===== src/rtl/seletor_mapa_param.sv =====
// seletor_mapa_param: map selector with preview, commit and lock.
// Buttons are rising-edge detected. In SELECT the operator browses the preset
// maps and commits one. In LOCKED the selection is frozen until an unlock edge.
module seletor_mapa_param #(
  parameter int ROWS     = 5,
  parameter int COLS     = 7,
  parameter int NUM_MAPS = 4,
  // Flat preset table: map k at [k*MW +: MW], row r at [r*COLS +: COLS], row 0 at the LSB
  parameter logic [NUM_MAPS*ROWS*COLS-1:0] MAP_ROM = {
    // map3 (row4 .. row0)
    7'b0000111, 7'b0100010, 7'b0111000, 7'b0100001, 7'b0000111,
    // map2
    7'b1110000, 7'b0100000, 7'b0100000, 7'b1000010, 7'b1110111,
    // map1
    7'b1110111, 7'b1000010, 7'b0100000, 7'b0100000, 7'b1110000,
    // map0
    7'b1000011, 7'b1110001, 7'b1000101, 7'b0001100, 7'b0000100
  },
  localparam int SW = (NUM_MAPS > 2) ? $clog2(NUM_MAPS) : 1,
  localparam int MW = ROWS * COLS,
  localparam int CW = $clog2(MW + 1)
) (
  input  logic          clock,
  input  logic          reset,
  input  logic          btn_next,
  input  logic          btn_prev,
  input  logic          confirmar,
  input  logic          enable,
  input  logic          unlock,
  output logic [SW-1:0] sel_idx,
  output logic [MW-1:0] mapa_temp,
  output logic [MW-1:0] mapa,
  output logic [CW-1:0] cells_temp,
  output logic          locked,
  output logic          done
);

  typedef enum logic {S_SELECT = 1'b0, S_LOCKED = 1'b1} state_t;

  state_t        state_q, state_d;
  logic [3:0]    btn_q, btn_d;      // {unlock, confirmar, prev, next} from last cycle
  logic [3:0]    btn_now, btn_edge;
  logic [SW-1:0] sel_idx_q, sel_idx_d;
  logic [MW-1:0] mapa_q, mapa_d;
  logic          done_q, done_d;
  logic          commit;

  function automatic logic [CW-1:0] popcount(input logic [MW-1:0] m);
    logic [CW-1:0] cnt;
    cnt = '0;
    for (int i = 0; i < MW; i++) cnt = cnt + CW'(m[i]);
    return cnt;
  endfunction

  assign btn_now  = {unlock, confirmar, btn_prev, btn_next};
  assign btn_edge = btn_now & ~btn_q;

  assign mapa_temp  = MAP_ROM[int'(sel_idx_q) * MW +: MW];
  assign cells_temp = popcount(mapa_temp);

  // Confirm takes priority over navigation in the same cycle
  assign commit = (state_q == S_SELECT) && btn_edge[2] && enable;

  // State and datapath registers, all cleared asynchronously by reset
  always_ff @(posedge clock or posedge reset) begin
    if (reset) begin
      state_q   <= S_SELECT;
      btn_q     <= '0;
      sel_idx_q <= '0;
      mapa_q    <= '0;
      done_q    <= 1'b0;
    end else begin
      state_q   <= state_d;
      btn_q     <= btn_d;
      sel_idx_q <= sel_idx_d;
      mapa_q    <= mapa_d;
      done_q    <= done_d;
    end
  end

  // Next-state logic: commit locks, unlock edge releases
  always_comb begin
    state_d = state_q;
    case (state_q)
      S_SELECT: if (commit) state_d = S_LOCKED;
      S_LOCKED: if (btn_edge[3]) state_d = S_SELECT;
      default:  state_d = S_SELECT;
    endcase
  end

  // Selection index, committed map, done pulse and edge history
  always_comb begin
    btn_d     = btn_now;
    sel_idx_d = sel_idx_q;
    mapa_d    = mapa_q;
    done_d    = 1'b0;
    if (commit) begin
      mapa_d = mapa_temp;
      done_d = 1'b1;
    end else if (state_q == S_SELECT) begin
      if (btn_edge[0] && !btn_edge[1])
        sel_idx_d = (sel_idx_q == SW'(NUM_MAPS - 1)) ? '0 : sel_idx_q + SW'(1);
      else if (btn_edge[1] && !btn_edge[0])
        sel_idx_d = (sel_idx_q == '0) ? SW'(NUM_MAPS - 1) : sel_idx_q - SW'(1);
    end
  end

  // Outputs derived from registered state
  always_comb begin
    locked  = (state_q == S_LOCKED);
    sel_idx = sel_idx_q;
    mapa    = mapa_q;
    done    = done_q;
  end

endmodule

===== config.mk =====
export PLATFORM = sky130hd
export DESIGN_NAME = seletor_mapa_param
export DESIGN_NICKNAME = d
export VERILOG_FILES = /design/src/rtl/seletor_mapa_param.sv
export SDC_FILE = /design/constraint.sdc
export NUM_CORES = 1
export LEC_CHECK = 0
export BUFFER_PORTS_ARGS = -buffer_cell sky130_fd_sc_hd__buf_2
export CAP_MARGIN = 15
export CORE_MARGIN = 1
export CORE_UTILIZATION = 31
export DETAILED_ROUTE_END_ITERATION = 7
export GPL_TIMING_DRIVEN = 0
export PLACE_DENSITY = 0.67
export SYNTH_ARGS = -nofsm -noshare
export SYNTH_HDL_FRONTEND = slang
export SYNTH_SLANG_ARGS = --single-unit
export TNS_END_PERCENT = 100

===== constraint.sdc =====
create_clock -name clock -period 3 [get_ports clock]
set_input_delay 0.15 -clock clock [delete_from_list [all_inputs] [get_ports clock]]
set_output_delay 0.15 -clock clock [all_outputs]
set_load 0.02 [all_outputs]

### After elaboration in Yosys (flattened, before gate mapping)

Index checks and enable logic that the tools add are counted.

| storage, ports and cells | value |
|---|---|
| bits in registers | 43 |
| bits in latches | 0 |
| memory bits (writable) | 0 |
| output and inout bits | 80 |
| memories kept | 0 |
| word-level logic and storage cells | 64 |
| bits in read-only memories | 0 |
| input port bits | 7 |

| operators by class | value |
|---|---|
| multiply operators | 1 |
| add/subtract/negate cells | 36 |
| magnitude comparators | 0 |
| mux-type cells | 7 |
| bitwise gates (word level) | 4 |
| shift-type cells | 1 |
| divide/modulo/power cells | 0 |
| reductions and logical operators | 9 |
| equality and inequality tests | 1 |

Operators with widths:

| kind | count |
|---|---|
| 6-bit by 1-bit adder with 6-bit output | 29 |
| 140-bit by 9-bit variable part select with 35-bit output (first input constant) | 1 |
| 2-bit by 6-bit multiplier with 8-bit output (second input constant) | 1 |
| 2-bit 2-to-1 mux | 4 |
| 5-bit by 1-bit adder with 6-bit output | 1 |
| 4-bit by 1-bit adder with 5-bit output | 1 |
| 3-bit by 1-bit adder with 4-bit output | 1 |
| 4-bit AND | 1 |
| 1-bit logical AND | 4 |
| 4-bit inverter | 1 |
| 2-bit by 1-bit adder with 3-bit output | 1 |
| 3-bit AND reduction | 1 |
| 1-bit by 1-bit adder with 2-bit output | 1 |
| 2-bit by 1-bit adder with 2-bit output (second input constant) | 1 |
| 2-bit equality test (second input constant) | 1 |
| 1-bit logical NOT | 2 |
| 2-bit logical NOT | 1 |
| 1-bit 2-to-1 mux | 2 |
| 1-bit inverter | 2 |
| 1-bit one-hot mux with 2 select lines | 1 |
| 2-bit nonzero test | 1 |
| 2-bit by 1-bit subtractor with 2-bit output (second input constant) | 1 |

### Logic depth before layout (Yosys ltp)

Gate-level depths: netlist of run 1.

| depth | value |
|---|---|
| word-level depth | 36 |
| mapped depth | 8 |
| mapped depth without buffers | 8 |

### Worst setup path before layout of run 1

No wires, ideal clock.

| timing | value |
|---|---|
| kind | flip-flop to output port |
| from | register sel_idx_q[1] (netlist: sel_idx[1]) |
| to | output cells_temp[4] |
| stages on the path, launching flop included | 8 |
| required time | 2.850 ns |
| path slack | 0.226 ns |
| data arrival time | 2.624 ns |
| path buffers | 0 |
| path through | dfrtp_1 > inv_1 > ha_1 > nor2_1 > ha_1 > ha_1 > a21oi_1 > xnor2_1 |

| between the ends | value |
|---|---|
| elaborated cells between the ends (all ways) | 36 |
| those cells by class | add/sub (34); mul (1); shift (1) |

RTL lines:

| element | line | RTL |
|---|---|---|
| start, declared | 43 | `logic [SW-1:0] sel_idx_q, sel_idx_d;` |
| start signal, assigned | 75 | `sel_idx_q <= sel_idx_d;` |
| 2-bit by 6-bit multiplier with 8-bit output | 58 | `assign mapa_temp = MAP_ROM[int'(sel_idx_q) * MW +: MW];` |
| 140-bit by 9-bit variable part select with 35-bit output | 58 |  |
| named net mapa_temp[27] | 31 | `output logic [MW-1:0] mapa_temp,` |
| 6-bit by 1-bit adder with 6-bit output (8 in a row) | 51 | `for (int i = 0; i < MW; i++) cnt = cnt + CW'(m[i]);` |
| end, declared | 33 | `output logic [CW-1:0] cells_temp,` |

The timed path passes the listed nets, and every way through them passes these cells.

### Worst setup path in the final report of run 1

| timing | value |
|---|---|
| from | register sel_idx_q[1] (netlist: sel_idx[1]) |
| to | output cells_temp[5] |

| between the ends | value |
|---|---|
| word-level cells in the longest chain between the ends | 36 |

RTL lines:

| element | line |
|---|---|
| 2-bit by 6-bit multiplier with 8-bit output (*) | 58 |
| 140-bit by 9-bit variable part select with 35-bit output (*) | 58 |
| 1-bit by 1-bit adder with 2-bit output | 51 |
| 2-bit by 1-bit adder with 3-bit output | 51 |
| 3-bit by 1-bit adder with 4-bit output | 51 |
| 4-bit by 1-bit adder with 5-bit output | 51 |
| 5-bit by 1-bit adder with 6-bit output | 51 |
| 6-bit by 1-bit adder with 6-bit output (28 in a row) | 51 |
| 6-bit by 1-bit adder with 6-bit output (*) | 51 |

Mark *: on every way between the ends. The rest lies on a longest branch, timed or not.

==> impl_metrics.yaml, run 1 <==
run_status:
  outcome: "complete, no violations"
critical_path:
  worst_setup_path_end_kind: "output pin"
  rr_endpoint: "sel_idx[0]"
  cp.required_ps: 2850
  cp.arrival_ps: 2630
  crit_top_cell: "ha_1"
  worstRegToRegCells: 5
  crit_slowest_cell: "ha_2"
  path_delay_family: "adder cells"
  rrSetupSlack_ps: 1450
  r2r-start: "sel_idx[1]"
  cp_cell_sequence: "inv_1 -> ha_2 -> nor2_1 -> ha_1 -> ha_1 -> and2_1 -> a22o_1 -> buf_2"
  cp-start-kind: "flop"
  slowest_delay_ps: 500
  crit_fanout: 11
  crit_buf_inv: 2
  critPathKind: "reg -> out"
grt:
  overflow: 0
  grt_max_degree: 20
  grt_antenna_before_repair: 0
  grt_usage_pct: 11.0
  grt_pass1_vias: 901
  grt_first_pass_wirelength_um: 4270
sta:
  drv_slew: 0
  fin_crit_ps: 2780
  max_freq_mhz: 360
  setup_tns_ps: 0
  fin_ws_ps: 224
  clock_skew_ps: 1.21
  slew_headroom_pct: 51.7
  setup_violations: 0
  rsz0062_at_grt: "false"
  worst_pin_slew_ps: 723
  period_share_pct: 92.5
  hold_violations: 0
placed_design:
  hpwl_um: 2130
  io_buffers: 73
  dpl_worst_slack_ps: 235
  place_congestion: 0.727
synth:
  netlist_area_um2: 1400
  synth_top_flop_cell: "dfrtp_1"
  async_flop_share_pct: 100
  yosys.area.top_type: "dfrtp_1"
  yosysMostFrequentCell: "buf_4"
  syn_inst: 146
  synth-seq-area-share_pct: 33.9
  syn_avg_cell_area_um2: 9.61
  synth_edf_count: 0
  ys_ff_latch: 19
  synth_top_cells_by_count: "buf_4, dfrtp_1, nand2_1, ha_1, inv_1"
  synthTopCellsByArea: "dfrtp_1, buf_4, ha_1"
  yosysWarnings: 0
  synth_cell_type_count: 24
  post-synth-top-area-fraction_pct: 33.9
detailed_routing:
  antenna_left: 0
  route.vias.total: 1113
  first_iter_violations: 24
  drt-total-wl_um: 2640
  wl_per_cell_um: 9.18
  drcViolationCount: 0
  drtPass1Iterations: 4
  via_per_inst: 3.86
run:
  drv_cap: 0
cts:
  post_cts_buffers: 0
  cts_tree: "built"
  path_clk_slew_ps: 70
  cts.sinks: 19
  cts_htree_levels: 1
  cts_buffer_depth: 2
  clock_latency_ps: 250
  cts_made_buffers: 3
  root_buffer: "clkbuf_8"
floorplanning:
  io_pins: 87
  start_util_pct: 32.2
  row_count: 24
  dieArea_um2: 4800
  die_h_um: 69.3
  core_um2: 4350
  die_w_um: 69.3
hold_path:
  hp-class: "in -> async"
cells_and_area:
  nets: 257
  layout-drive-gt1-share_pct: 60.6
  fillers: 441
  area_growth_pct: 38.3
  antenna_cells: 0
layout make-up:
cell class	instances	area (µm²)	area share, %
clock buffers	3	41.3	2.13
inverters	11	41.3	2.13
clock inverters	1	5.00	0.258
repair buffers	74	375	19.4
flip-flops and latches	19	478	24.6
multi-input cells	75	528	27.2
plain buffers	53	405	20.9
well taps	52	65.1	3.35
through the flow:
stage	utilization (%)	instances	hold slack, ps	cell area (µm²)
floorplan	-	158	101	1450
finish	44.5	288	6.79	1940
CTS	44.3	287	4.34	1930
detailed placement	43.1	283	272	1880
global route	44.5	288	4.68	1940
global placement	43.1	283	272	1880
layer usage:
metal	part of all wire [%]	vias up	global-route usage [%]
li1	-	574	-
met1	44	495	14.0
met2	51	42	18.3
met3	5.4	2	3.20
met4	0.49	0	2.27
met5	0	-	0
placed cells by master (no fill, tap or decap), drive strengths merged:
| cell | instances |
|---|---|
| and3 | 1 |
| clkbuf | 3 |
| nand3 | 1 |
| nand3b | 1 |
| inv | 11 |
| nand4bb | 1 |
| nand2 | 19 |
| a22o | 1 |
| nor2 | 3 |
| a21oi | 2 |
| xor2 | 2 |
| clkinv | 1 |
| ha | 13 |
| xnor2 | 2 |
| a32o | 1 |
| dlygate4sd3 | 1 |
| o21ai | 9 |
| o21bai | 1 |
| conb | 13 |
| and2 | 1 |
| dfrtp | 19 |
| mux2i | 1 |
| nor2b | 1 |
| buf | 126 |
| nand2b | 2 |
cells by family (layout without fill, tap and decap cells):
kind of cell | count (synthesis) | count (layout) | synth area share [%]
mux | 1 | 1 | 0.714
compound gates | 14 | 14 | 8.21
buf+inv | 64 | 142 | 31.8
other cells | 1 | 13 | 0.267
xor+xnor | 4 | 4 | 2.50
simple gates | 30 | 30 | 11.0
flops | 19 | 19 | 33.9
fa+ha+maj | 13 | 13 | 11.6
timing repair:
action / 4_1_cts / 5_1_grt
endpoints found under the hold margin: 0 / 1
gates resized for setup: 1 / 2
hold buffers: 0 / 1
setup endpoints to repair: 2 / 2
flip-flops by register name, indices dropped and copies added (netlist names):
signal and cells:
sel_idx 2, mapa 11, done 1, locked 1, btn_q 4
how the worst max path moves through the flow:
stage / to / slack (ps) / start / cells past startpoint
2_1_floorplan: cells_temp[4] / 230 / sel_idx[1] / 7
3_3_place_gp: cells_temp[5] / 300 / sel_idx[1] / 8
3_5_place_dp: cells_temp[5] / 240 / sel_idx[1] / 8
4_1_cts: cells_temp[5] / 50 / sel_idx[1] / 8
5_1_grt: cells_temp[5] / 70 / sel_idx[1] / 8
6_report: cells_temp[5] / 220 / sel_idx[1] / 8
Power of run 1 is not shown: default switching activity piles up to over one toggle a cycle in this logic, so the estimate is an artifact.
==> run 2: changes to the inputs <==
--- a/config.mk
+++ b/config.mk
@@ -7,7 +7,7 @@
 export LEC_CHECK = 0
 export BUFFER_PORTS_ARGS = -buffer_cell sky130_fd_sc_hd__buf_2
 export CAP_MARGIN = 15
-export CORE_MARGIN = 1
+export CORE_MARGIN = 8
 export CORE_UTILIZATION = 31
 export DETAILED_ROUTE_END_ITERATION = 7
 export GPL_TIMING_DRIVEN = 0
==> run 2 against run 1 <==
  * Global-route usage shrank 1.5 points
  * Register-to-register slack gained 40 ps
  * Largest cell class unchanged
  * Worst setup slack got worse by 5.5 ps
  * The flow now finishes with violations (negative hold slack)
  * Wire length rose by 26%
==> impl_metrics.yaml, run 2 (synthesis gave the netlist of run 1 again) <==
run_status:
  outcome: "finished, violations left"
  violations: "negative hold slack"
detailed_routing:
  antenna_left: 0
  route.vias.total: 1076
  drtPass1Iterations: 2
  wl_per_cell_um: 11.6
  drt-total-wl_um: 3330
  drcViolationCount: 0
  via_per_inst: 3.75
  first_iter_violations: 23
sta:
  drv_slew: 0
  clock_skew_ps: 7.55
  setup_tns_ps: 0
  fin_crit_ps: 2780
  rsz0062_at_grt: "false"
  whs_ps: -6.27
  max_freq_mhz: 359
  setup_violations: 0
  period_share_pct: 92.7
  worst_pin_slew_ps: 704
  hold_violations: 13
  slew_headroom_pct: 53.0
cells_and_area:
  fillers: 447
  layout-drive-gt1-share_pct: 60.9
  nets: 256
  area_growth_pct: 37.6
  largest_register_ff_count: 11
  final_cell_mix: "buf_2, buf_4, nand2_1, dfrtp_1, conb_1"
  antenna_cells: 0
  final_common_cell: "buf_2"
critical_path:
  worst_setup_path_end_kind: "output pin"
  cp.required_ps: 2850
  crit_slowest_cell: "ha_2"
  slowest_delay_ps: 500
  crit_buf_inv: 2
  path_delay_family: "adder cells"
  cp.arrival_ps: 2630
  cp-start-kind: "flop"
  crit_fanout: 11
  cp_cell_sequence: "inv_1 -> ha_2 -> nor2_1 -> ha_1 -> ha_1 -> a21oi_1 -> xnor2_1 -> buf_2"
  critPathKind: "reg -> out"
  crit_top_cell: "ha_1"
grt:
  grt_first_pass_wirelength_um: 5550
  grt_antenna_before_repair: 0
  grt_usage_pct: 9.41
  grt_max_degree: 20
  grt_pass1_vias: 1086
  overflow: 0
cts:
  cts_htree_levels: 1
  cts.sinks: 19
  cts_hold_buf: 0
  path_clk_slew_ps: 80
  post_cts_buffers: 0
  root_buffer: "clkbuf_8"
  cts_tree: "built"
  cts_buffer_depth: 2
  clock_latency_ps: 260
  cts_made_buffers: 3
hold_path:
  hp-class: "in -> async"
run:
  drv_cap: 0
floorplanning:
  die_h_um: 83.3
  die_w_um: 83.3
  start_util_pct: 32.2
  row_count: 24
  dieArea_um2: 6930
  core_um2: 4350
  io_pins: 87
placed_design:
  hpwl_um: 2800
  io_buffers: 73
  place_congestion: 0.720
==> run 2: changes by cell type in the layout (fill, tap and decap cells not counted), sizes merged <==
cell         previous run  this run
dlygate4sd3             1         0
==> run 2: worst register-to-register path, stage by stage, from the launching register on <==
cell	delay, ps
dfrtp_2	470
inv_1	170
ha_1	350
nand2b_1	120
nand3_1	80
a32o_1	200
==> run 2: path summary, 6_finish.rpt <==
check | start | end | slack, ps | depth (start not counted)
worst min register to register | mapa[27] | mapa[27] | 480 | 2
min in group clock | btn_next | btn_q[0] | 10 | 1
worst max-delay path | sel_idx[1] | cells_temp[4] | 220 | 8
worst max register to register | sel_idx[1] | sel_idx[0] | 1490 | 5
max in group asynchronous | reset | sel_idx[0] | 2510 | 2
worst min-delay path | reset | mapa[13] | -6 | 2
==> run 2: final cells by class <==
type                       count  area, µm²  share of cell area [%]
multi-input combinational     75        528                    27.4
sequential                    19        478                    24.8
buffer                        53        405                    21.0
timing repair buffer          73        365                    18.9
tap                           52       65.1                    3.37
clock buffer                   3       41.3                    2.14
inverter                      11       41.3                    2.14
clock inverter                 1       5.00                   0.259
==> run 2: routing by layer <==
metal / global-route usage, % / part of all wire (%) / vias up
met1: 9.17 / 37 / 469
met4: 1.44 / 0.24 / 0
li1: - / - / 569
met5: 0 / 0 / -
met2: 17.6 / 53 / 36
met3: 4.59 / 9.5 / 2
==> run 2: through the flow <==
step	hold slack [ps]	util, %	instance area, µm²	worst slack, ps	cells
5_1_grt	1.15	44.3	1930	30.1	287
3_3_place_gp	273	43.1	1880	293	283
4_1_cts	7.90	44.3	1930	65.2	287
3_5_place_dp	272	43.1	1880	269	283
2_1_floorplan	101	-	1450	226	158
6_report	-6.27	44.3	1930	218	287
==> run 2: repair_timing <==
item | CTS | global route
gates cloned | 0 | 0
endpoints found under the setup margin | 1 | 2
pin swaps | 0 | 0
gates resized for setup | 1 | 2
Power of run 2 is left out for the same reason.
